<file path="src/rtl/pipeline_hazard_ctrl_if.sv">
// Decode/writeback/memory/branch handshake bundle for the hazard controller.
// The master side is the surrounding pipeline, the slave side is the controller.
interface pipeline_hazard_ctrl_if #(
    parameter int NREG = 16,
    parameter int RW   = 4
);
    logic            id_valid;
    logic [RW-1:0]   id_rs1;
    logic            id_rs1_used;
    logic [RW-1:0]   id_rs2;
    logic            id_rs2_used;
    logic [RW-1:0]   id_rd;
    logic            id_selWB;
    logic            id_selMEMRD;
    logic            id_selMEMWR;
    logic            id_selBRANCH;
    logic            wb_valid;
    logic [RW-1:0]   wb_rd;
    logic            mem_ready;
    logic            br_resolved;
    logic            br_taken;
    logic            issue;
    logic            stall;
    logic            flush;
    logic            mem_req;
    logic [NREG-1:0] busy_map;
    logic [1:0]      state;

    modport master (
        output id_valid, id_rs1, id_rs1_used, id_rs2, id_rs2_used, id_rd,
               id_selWB, id_selMEMRD, id_selMEMWR, id_selBRANCH,
               wb_valid, wb_rd, mem_ready, br_resolved, br_taken,
        input  issue, stall, flush, mem_req, busy_map, state
    );

    modport slave (
        input  id_valid, id_rs1, id_rs1_used, id_rs2, id_rs2_used, id_rd,
               id_selWB, id_selMEMRD, id_selMEMWR, id_selBRANCH,
               wb_valid, wb_rd, mem_ready, br_resolved, br_taken,
        output issue, stall, flush, mem_req, busy_map, state
    );
endinterface

</file>
<file path="src/rtl/pipeline_hazard_ctrl.sv">
// Issue/stall controller: register scoreboard for RAW/WAW hazards, plus a
// small FSM that waits out memory accesses, unresolved branches and flushes.
module pipeline_hazard_ctrl #(
    parameter int NREG         = 16,
    parameter int RW           = 4,
    parameter int FLUSH_CYCLES = 2
) (
    input  logic                  clk,
    input  logic                  rst_n,
    pipeline_hazard_ctrl_if.slave bus
);
    localparam int CNT_W = 3;

    typedef enum logic [1:0] {
        RUN     = 2'd0,
        MEMWAIT = 2'd1,
        BRWAIT  = 2'd2,
        FLUSH   = 2'd3
    } state_t;

    state_t           state_q;
    logic [NREG-1:0]  busy_q;
    logic [NREG-1:0]  busy_d;
    logic [NREG-1:0]  eff_busy;
    logic [CNT_W-1:0] cnt_q;
    logic             flush_q;
    logic             mem_req_q;
    logic             hz;
    logic             issue;

    // Scoreboard view with same-cycle writeback bypassed, and the hazard it implies
    always_comb begin
        eff_busy = busy_q;
        if (bus.wb_valid) begin
            eff_busy[bus.wb_rd] = 1'b0;
        end
        hz = (bus.id_rs1_used & eff_busy[bus.id_rs1])
           | (bus.id_rs2_used & eff_busy[bus.id_rs2])
           | (bus.id_selWB    & eff_busy[bus.id_rd]);
        // Reset overrides everything, so nothing may advance while it is held.
        issue = rst_n & bus.id_valid & (state_q == RUN) & ~hz;
    end

    // Next scoreboard: writeback clears first so a same-index issue wins
    always_comb begin
        busy_d = busy_q;
        if (bus.wb_valid) begin
            busy_d[bus.wb_rd] = 1'b0;
        end
        if (issue && bus.id_selWB) begin
            busy_d[bus.id_rd] = 1'b1;
        end
    end

    // Control FSM with registered flush/mem_req, flush counter and scoreboard
    always_ff @(posedge clk) begin
        if (!rst_n) begin
            state_q   <= RUN;
            busy_q    <= '0;
            cnt_q     <= '0;
            flush_q   <= 1'b0;
            mem_req_q <= 1'b0;
        end else begin
            busy_q <= busy_d;
            case (state_q)
                RUN: begin
                    // Memory takes precedence when both flags are set.
                    if (issue && (bus.id_selMEMRD || bus.id_selMEMWR)) begin
                        state_q   <= MEMWAIT;
                        mem_req_q <= 1'b1;
                    end else if (issue && bus.id_selBRANCH) begin
                        state_q <= BRWAIT;
                    end
                end
                MEMWAIT: begin
                    if (bus.mem_ready) begin
                        state_q   <= RUN;
                        mem_req_q <= 1'b0;
                    end
                end
                BRWAIT: begin
                    if (bus.br_resolved) begin
                        if (bus.br_taken) begin
                            state_q <= FLUSH;
                            flush_q <= 1'b1;
                            cnt_q   <= CNT_W'(FLUSH_CYCLES - 1);
                        end else begin
                            state_q <= RUN;
                        end
                    end
                end
                FLUSH: begin
                    if (cnt_q == '0) begin
                        state_q <= RUN;
                        flush_q <= 1'b0;
                    end else begin
                        cnt_q <= cnt_q - 1'b1;
                    end
                end
                default: state_q <= RUN;
            endcase
        end
    end

    assign bus.issue    = issue;
    assign bus.stall    = (bus.id_valid & ~issue) | (state_q != RUN);
    assign bus.flush    = flush_q;
    assign bus.mem_req  = mem_req_q;
    assign bus.busy_map = busy_q;
    assign bus.state    = state_q;
endmodule

</file>
<file path="src/flat_wrapper.sv">
// flat-port wrapper written by rule: the top's interface ports become plain ports
module pipeline_hazard_ctrl_flat 
#(
    parameter int NREG         = 16,
    parameter int RW           = 4,
    parameter int FLUSH_CYCLES = 2
)
  (clk, rst_n, bus_id_valid, bus_id_rs1, bus_id_rs1_used, bus_id_rs2, bus_id_rs2_used, bus_id_rd, bus_id_selWB, bus_id_selMEMRD, bus_id_selMEMWR, bus_id_selBRANCH, bus_wb_valid, bus_wb_rd, bus_mem_ready, bus_br_resolved, bus_br_taken, bus_issue, bus_stall, bus_flush, bus_mem_req, bus_busy_map, bus_state);
  pipeline_hazard_ctrl_if #(.NREG(NREG), .RW(RW)) bus_i ();
  input  logic clk;
  input  logic rst_n;
  input wire logic [$bits(bus_i.id_valid)-1:0] bus_id_valid;
  input wire logic [$bits(bus_i.id_rs1)-1:0] bus_id_rs1;
  input wire logic [$bits(bus_i.id_rs1_used)-1:0] bus_id_rs1_used;
  input wire logic [$bits(bus_i.id_rs2)-1:0] bus_id_rs2;
  input wire logic [$bits(bus_i.id_rs2_used)-1:0] bus_id_rs2_used;
  input wire logic [$bits(bus_i.id_rd)-1:0] bus_id_rd;
  input wire logic [$bits(bus_i.id_selWB)-1:0] bus_id_selWB;
  input wire logic [$bits(bus_i.id_selMEMRD)-1:0] bus_id_selMEMRD;
  input wire logic [$bits(bus_i.id_selMEMWR)-1:0] bus_id_selMEMWR;
  input wire logic [$bits(bus_i.id_selBRANCH)-1:0] bus_id_selBRANCH;
  input wire logic [$bits(bus_i.wb_valid)-1:0] bus_wb_valid;
  input wire logic [$bits(bus_i.wb_rd)-1:0] bus_wb_rd;
  input wire logic [$bits(bus_i.mem_ready)-1:0] bus_mem_ready;
  input wire logic [$bits(bus_i.br_resolved)-1:0] bus_br_resolved;
  input wire logic [$bits(bus_i.br_taken)-1:0] bus_br_taken;
  output wire logic [$bits(bus_i.issue)-1:0] bus_issue;
  output wire logic [$bits(bus_i.stall)-1:0] bus_stall;
  output wire logic [$bits(bus_i.flush)-1:0] bus_flush;
  output wire logic [$bits(bus_i.mem_req)-1:0] bus_mem_req;
  output wire logic [$bits(bus_i.busy_map)-1:0] bus_busy_map;
  output wire logic [$bits(bus_i.state)-1:0] bus_state;
  assign bus_i.id_valid = bus_id_valid;
  assign bus_i.id_rs1 = bus_id_rs1;
  assign bus_i.id_rs1_used = bus_id_rs1_used;
  assign bus_i.id_rs2 = bus_id_rs2;
  assign bus_i.id_rs2_used = bus_id_rs2_used;
  assign bus_i.id_rd = bus_id_rd;
  assign bus_i.id_selWB = bus_id_selWB;
  assign bus_i.id_selMEMRD = bus_id_selMEMRD;
  assign bus_i.id_selMEMWR = bus_id_selMEMWR;
  assign bus_i.id_selBRANCH = bus_id_selBRANCH;
  assign bus_i.wb_valid = bus_wb_valid;
  assign bus_i.wb_rd = bus_wb_rd;
  assign bus_i.mem_ready = bus_mem_ready;
  assign bus_i.br_resolved = bus_br_resolved;
  assign bus_i.br_taken = bus_br_taken;
  assign bus_issue = bus_i.issue;
  assign bus_stall = bus_i.stall;
  assign bus_flush = bus_i.flush;
  assign bus_mem_req = bus_i.mem_req;
  assign bus_busy_map = bus_i.busy_map;
  assign bus_state = bus_i.state;
  pipeline_hazard_ctrl #(.NREG(NREG), .RW(RW), .FLUSH_CYCLES(FLUSH_CYCLES)) u_core (.clk(clk), .rst_n(rst_n), .bus(bus_i));
endmodule
</file>
<file path="config.mk">
export PLATFORM = sky130hd
export DESIGN_NAME = pipeline_hazard_ctrl_flat
export DESIGN_NICKNAME = d
export VERILOG_FILES = /design/src/rtl/pipeline_hazard_ctrl_if.sv /design/src/rtl/pipeline_hazard_ctrl.sv /design/src/flat_wrapper.sv
export SDC_FILE = /design/constraint.sdc
export NUM_CORES = 1
export LEC_CHECK = 0
export ABC_CLOCK_PERIOD_IN_PS = 10500
export CELL_PAD_IN_SITES_DETAIL_PLACEMENT = 0
export CELL_PAD_IN_SITES_GLOBAL_PLACEMENT = 1
export CORE_MARGIN = 1.5
export CORE_UTILIZATION = 36
export DETAILED_ROUTE_END_ITERATION = 7
export GPL_TIMING_DRIVEN = 1
export HOLD_SLACK_MARGIN = 0.05
export PLACE_DENSITY_LB_ADDON = 0.08
export SETUP_SLACK_MARGIN = 0.2
export SLEW_MARGIN = 20
export SYNTH_ARGS = -nofsm -noshare
export SYNTH_HDL_FRONTEND = slang
export SYNTH_SLANG_ARGS = --single-unit
</file>
<file path="constraint.sdc">
create_clock -name clk -period 10.5 [get_ports clk]
set_clock_uncertainty 0.1 [all_clocks]
set_input_delay 2.625 -clock clk [delete_from_list [all_inputs] [get_ports clk]]
set_output_delay 2.625 -clock clk [all_outputs]
set_load 0.005 [all_outputs]
</file>
Word level (Yosys, flattened, before mapping):

Index checks and enable logic that the tools add are counted.

* logic and storage cells: 82
* register bits: 23
* bits of input ports: 29
* output and inout bits: 22

* reductions and logical operators: 15
* eq/ne operators: 10
* muxes and demuxes: 30
* order comparisons: 6
* bitwise logic cells: 15
* add/subtract/negate cells: 1

Operator list (count)
* $mux W16: 2
* $lt A4 B5 Y1 const B: 4
* $and A16 B16 Y16: 1
* $not A16 Y16: 1
* $or A16 B16 Y16: 1
* $bmux W1 S4: 3
* $mux W2: 6
* $reduce_and A4 Y1: 3
* $mux W1: 10
* $ne A2 B2 Y1 const B: 5
* $mux W3: 3
* $demux W1 S4: 2
* $ge A4 B1 Y1 const B: 2
* $pmux W2 S4: 1
* $and A1 B1 Y1: 7
* $pmux W3 S2: 1
* $reduce_bool A2 Y1: 3
* $logic_and A1 B1 Y1: 5
* $eq A2 B2 Y1 const B: 2
* $pmux W1 S2: 2
* $logic_not A3 Y1: 1
* $ne A3 B3 Y1 const B: 1
* $or A1 B1 Y1: 3
* $reduce_and A3 Y1: 1
* other kinds (6): 7

Longest topological paths before layout:

* depth after elaboration: 18
* gate-level depth with buffers: 12
* depth with buffers taken out: 9

Least setup slack after synthesis:

Ideal clock, no wire load.

* path type: input to output
* from: input bus_wb_rd[1]
* to: output bus_stall
* slack: 3.338 ns
* stages: 10
* path buffers: 2
* arrival: 4.437 ns
* data required time: 7.775 ns
* cell sequence: buf_6 > or3_4 > o21a_1 > or4_1 > a21oi_1 > nor3_1 > a211oi_2 > and3_1 > buf_4 > o21ai_1

* longest elaborated chain between the ends: 17
* elaborated cells between the ends (all ways): 24
* those cells by class: order compare: 2; mux: 9; bitwise: 12; reduce/logical: 1

RTL lines
* start, declared: RTL line flat_wrapper.sv:23 `input wire logic [$bits(bus_i.wb_rd)-1:0] bus_wb_rd;`
* $lt A4 B5 Y1 (not written as such) / $ge A4 B1 Y1 (equally long branches): RTL line pipeline_hazard_ctrl.sv:35 `eff_busy[bus.wb_rd] = 1'b0;`
* $logic_and A1 B1 Y1 (not written as such): RTL line pipeline_hazard_ctrl.sv:35
* $mux W1 (not written as such): RTL line pipeline_hazard_ctrl.sv:35
* $demux W1 S4 *
* $not A16 Y16 (no source line) *
* $and A16 B16 Y16 (no source line) *
* $mux W16 *: RTL line pipeline_hazard_ctrl.sv:34 `if (bus.wb_valid) begin`
* $bmux W1 S4, on equally long branches: RTL line pipeline_hazard_ctrl.sv:37, pipeline_hazard_ctrl.sv:38
* [2 not listed]
* $or A1 B1 Y1: RTL line pipeline_hazard_ctrl.sv:38 `| (bus.id_rs2_used & eff_busy[bus.id_rs2])`
* $or A1 B1 Y1 *: RTL line pipeline_hazard_ctrl.sv:39 `| (bus.id_selWB & eff_busy[bus.id_rd]);`
* $not A1 Y1 *: RTL line pipeline_hazard_ctrl.sv:41 `issue = rst_n & bus.id_valid & (state_q == RUN) & ~hz;`
* $and A1 B1 Y1 *: RTL line pipeline_hazard_ctrl.sv:41
* net bus_issue: RTL line flat_wrapper.sv:27 `output wire logic [$bits(bus_i.issue)-1:0] bus_issue;`
* $not A1 Y1 *: RTL line pipeline_hazard_ctrl.sv:106 `assign bus.stall = (bus.id_valid & ~issue) | (state_q != RUN);`
* $and A1 B1 Y1 *: RTL line pipeline_hazard_ctrl.sv:106
* $or A1 B1 Y1 *: RTL line pipeline_hazard_ctrl.sv:106
* end, declared: RTL line flat_wrapper.sv:28 `output wire logic [$bits(bus_i.stall)-1:0] bus_stall;`

Mark *: on every way through the listed nets, which the timed path passes. The rest lies on a longest branch. The select of a mux whose other input is x is not followed.

Final worst setup path:

* from: input bus_wb_rd[1]
* to: output bus_stall

* longest elaborated chain between the ends: 17
* elaborated cells between the ends (all ways): 24
* those cells by class: order compare: 2; mux: 9; bitwise: 12; reduce/logical: 1

RTL lines (RTL line)
* $lt A4 B5 Y1 (not written as such) / $ge A4 B1 Y1 (equally long branches): pipeline_hazard_ctrl.sv:35
* $logic_and A1 B1 Y1 (not written as such): pipeline_hazard_ctrl.sv:35
* $mux W1 (not written as such): pipeline_hazard_ctrl.sv:35
* $demux W1 S4 *
* $not A16 Y16 (no source line) *
* $and A16 B16 Y16 (no source line) *
* $mux W16 *: pipeline_hazard_ctrl.sv:34
* $bmux W1 S4, on equally long branches: pipeline_hazard_ctrl.sv:37, pipeline_hazard_ctrl.sv:38
* $mux W1, on equally long branches: pipeline_hazard_ctrl.sv:37, pipeline_hazard_ctrl.sv:38
* $and A1 B1 Y1, on equally long branches: pipeline_hazard_ctrl.sv:37, pipeline_hazard_ctrl.sv:38
* $or A1 B1 Y1: pipeline_hazard_ctrl.sv:38
* $or A1 B1 Y1 *: pipeline_hazard_ctrl.sv:39
* $not A1 Y1 *: pipeline_hazard_ctrl.sv:41
* $and A1 B1 Y1 *: pipeline_hazard_ctrl.sv:41
* $not A1 Y1 *: pipeline_hazard_ctrl.sv:106
* $and A1 B1 Y1 *: pipeline_hazard_ctrl.sv:106
* $or A1 B1 Y1 *: pipeline_hazard_ctrl.sv:106

Every way passes the cells marked *; elsewhere a longest branch is shown, timed or not. The select of a mux whose other input is x is not followed.

==> results.tsv <==
metric	value	unit
GR Util met2	31.6	%
routed len/inst	15.9	microns
Area Overhead vs Synth	30.9	%
PortBufs	50	
kind of critical path	in2out	
Clock transition at path regs	0.08	ns
CTS tree	built	
global routing usage on met3	3.66	%
worst skew pair latency	0.26	ns
Max rail drop VDD	0.0590	mV
cts repair resizes	0	
vias in the first global route	1589	
CP startpoint kind	input port	
total gr overflow	0	
Initial Util	38.4	%
Syn Area/Cell	7.66	sq um
Gate Count Post-Synth	223	
Post-DP HPWL	3730	microns
DR vias/cell	5.79	
Reg power frac	43.5	%
Cell Chain, Critical Path	clkdlybuf4s50_1 > or3b_1 > o21ai_1 > nor2_1 > o32ai_1 > nor4_1 > a21oi_1 > and3_1 > o21ai_1 > clkdlybuf4s50_1	
Die W	71.9	microns
DR iter-0 viols	141	
Longest Clk Path Bufs	2	
combinational share of power	33.0	%
CTS Root Cell	clkbuf_8	
n_diodes	0	
Setup crit end kind	output pin	
Net Sw Power	0.0000742	W
Slowest cell on crit path	clkdlybuf4s50_1	
final setup margin	2.13	ns
Fin. Hold Viols	0	
switch share	31.9	%
Hold Path Class	reg2reg	
Primary FF master, synth	dfxtp_1	
drt total wl	4950	microns
setup bufs post-CTS	0	
final cell count without fillers	312	
cell area after layout	2240	sq um
Async SR Flop Fraction	0	%
I/O pins	51	
DRC viols	0	
Max-cap violations	0	
Power Dens Cells	104	nW/um^2
largest net degree at the start of global routing	28	
largest fanout on the critical path	10	
fin nets	292	
DP Cell Count	308	
WP data arrival	5.65	ns
Pins Over Slew Limit	0	
total negative slack	0	ns
height of the die	71.9	microns
syn nets	254	
TritonCTS Buffers	3	
Tot Pwr	0.000232	W
die area	5170	sq um
GP Congestion	0.798	
dpl cell area	2190	sq um
Seq/Total Area, Yosys	27.0	%
Peak Freq	119	MHz
initial antenna violation count	0	
#FFs+latches synth	23	
Largest stage delay, worst path	0.67	ns
GR Layer Usage met1	26.6	%
Mapped Area	1710	sq um
Final ANT Viol Nets	0	
pre-CTS setup slack	2.17	ns
fraction of layout cells with a size suffix above 1	3.85	%
final period utilization	79.7	%
vias post-DR	1807	
CP required	7.78	ns
busiest grt layer	met2	
max_slew headroom	40.8	%
Rows	24	
synth unique cells	54	
Post-synth EDFFs	0	
RSZ-0062 raised after global routing	false	
global-route wire length before repair	7870	microns
DR pass1 iterations	4	
status	finished clean	
Clock power frac	23.5	%
final setup vio count	0	
total leakage power	0.873	nW
Int Pwr	0.000158	W
Core Region	4440	sq um
Slew @ Worst Pin	0.885	ns
hold_buf cts	0	
htree depth	1	
clock sinks	23	
Yosys warning total	0	
post-route minimum period	8.37	ns
GRT Util Overall	19.4	%
-- synthesized netlist by cell type (2+ instances only) --
master | number | area, sq um
ha_1 | 2 | 25.0
a22o_1 | 16 | 140
nand3b_1 | 2 | 15.0
a2111oi_0 | 6 | 52.6
o31a_1 | 3 | 26.3
buf_4 | 3 | 22.5
clkbuf_1 | 12 | 45.0
mux2i_1 | 7 | 70.1
a21oi_1 | 7 | 35.0
or3b_1 | 3 | 26.3
dfxtp_1 | 23 | 460
nand2b_1 | 7 | 43.8
and3_1 | 4 | 25.0
o31ai_1 | 2 | 15.0
a311oi_1 | 3 | 26.3
o21a_1 | 4 | 30.0
o32ai_1 | 2 | 17.5
nand2_1 | 15 | 56.3
inv_1 | 19 | 71.3
o21ai_1 | 6 | 30.0
nor4_1 | 2 | 12.5
nor2_1 | 24 | 90.1
nand3_1 | 9 | 45.0
o21ai_0 | 3 | 15.0
a211oi_1 | 2 | 15.0
nand4_1 | 4 | 25.0
nor3_1 | 6 | 30.0
-- per-layer routing --
layer	vias up	part of all wire [%]	routed length (microns)
li1	904	-	-
met1	831	46	2290
met2	64	45	2240
met3	8	6.7	330
met4	0	1.8	91
met5	-	0	0
-- logic make-up (layout without fill, tap and decap cells) --
kind of cell	after synthesis	after routing	share of synthesized area (%)
compound gates	69	69	32.0
buf+inv	37	74	9.30
simple gates	84	84	25.6
flops	23	23	27.0
fa+ha+maj	2	2	1.46
mux	7	7	4.10
xor+xnor	1	1	0.513
-- worst paths after layout --
| kind | from | to | slack [ns] | cells past startpoint |
|---|---|---|---|---|
| max | bus_wb_rd[1] | bus_stall | 2.13 | 10 |
| min | u_core.bus.flush | u_core.bus.flush | 0.38 | 2 |
| max reg2reg | u_core.bus.busy_map[1] | u_core.bus.busy_map[9] | 8.05 | 8 |
| min reg2reg | u_core.bus.flush | u_core.bus.flush | 0.38 | 2 |
-- placed cells by master (no fill, tap or decap), drive strengths merged, types with 4 or more instances in the layout --
| cell type | Yosys | layout |
|---|---|---|
| a21oi | 7 | 7 |
| and3 | 4 | 4 |
| nand3 | 9 | 9 |
| inv | 20 | 20 |
| nand2b | 7 | 7 |
| nand2 | 15 | 15 |
| a22o | 16 | 16 |
| mux2i | 7 | 7 |
| clkdlybuf4s50 | 0 | 50 |
| a2111oi | 6 | 6 |
| nand4 | 4 | 4 |
| dfxtp | 23 | 23 |
| nor2 | 24 | 24 |
| nor3 | 6 | 6 |
| o21ai | 10 | 10 |
| o21a | 4 | 4 |
-- power by group through the flow --
stage               clock (W)  combinational, W  sequential [W]
floorplan                   0         0.0000483       0.0000988
global placement            0         0.0000776        0.000103
detailed placement          0         0.0000763        0.000103
CTS                 0.0000559         0.0000768        0.000101
global route        0.0000596         0.0000849        0.000102
finish              0.0000545         0.0000767        0.000101
-- state kept, by name, summed over array words and instances, names as in the netlist --
| signal | cells |
|---|---|
| u_core.cnt_q | 3 |
| u_core.bus.state | 2 |
| u_core.bus.busy_map | 16 |
| u_core.bus.flush | 1 |
| u_core.bus.mem_req | 1 |
-- critical path, delay by kind of cell --
family | cells | cell delay [ns]
buffers and inverters | 2 | 1.13
AOI/OAI and AO/OA | 4 | 1.00
and+or+nand+nor | 4 | 0.89
-- metrics by stage --
stage / utilization (%) / hold slack (ns)
5_1_grt: 50.3 / 0.429
3_3_place_gp: 49.3 / 0.367
3_5_place_dp: 49.3 / 0.374
2_1_floorplan: - / 0.360
4_1_cts: 50.3 / 0.388
6_report: 50.3 / 0.380
-- layout make-up --
cell class              instances  area, sq um
well taps                      52         65.1
inverters                      20         75.1
fillers                       447         2210
multi-input cells             163         1090
clock inverters                 1         5.00
flip-flops and latches         23          460
clock buffers                   3         41.3
repair buffers                 50          500
Note: power is estimated with default switching activity, not from simulation.
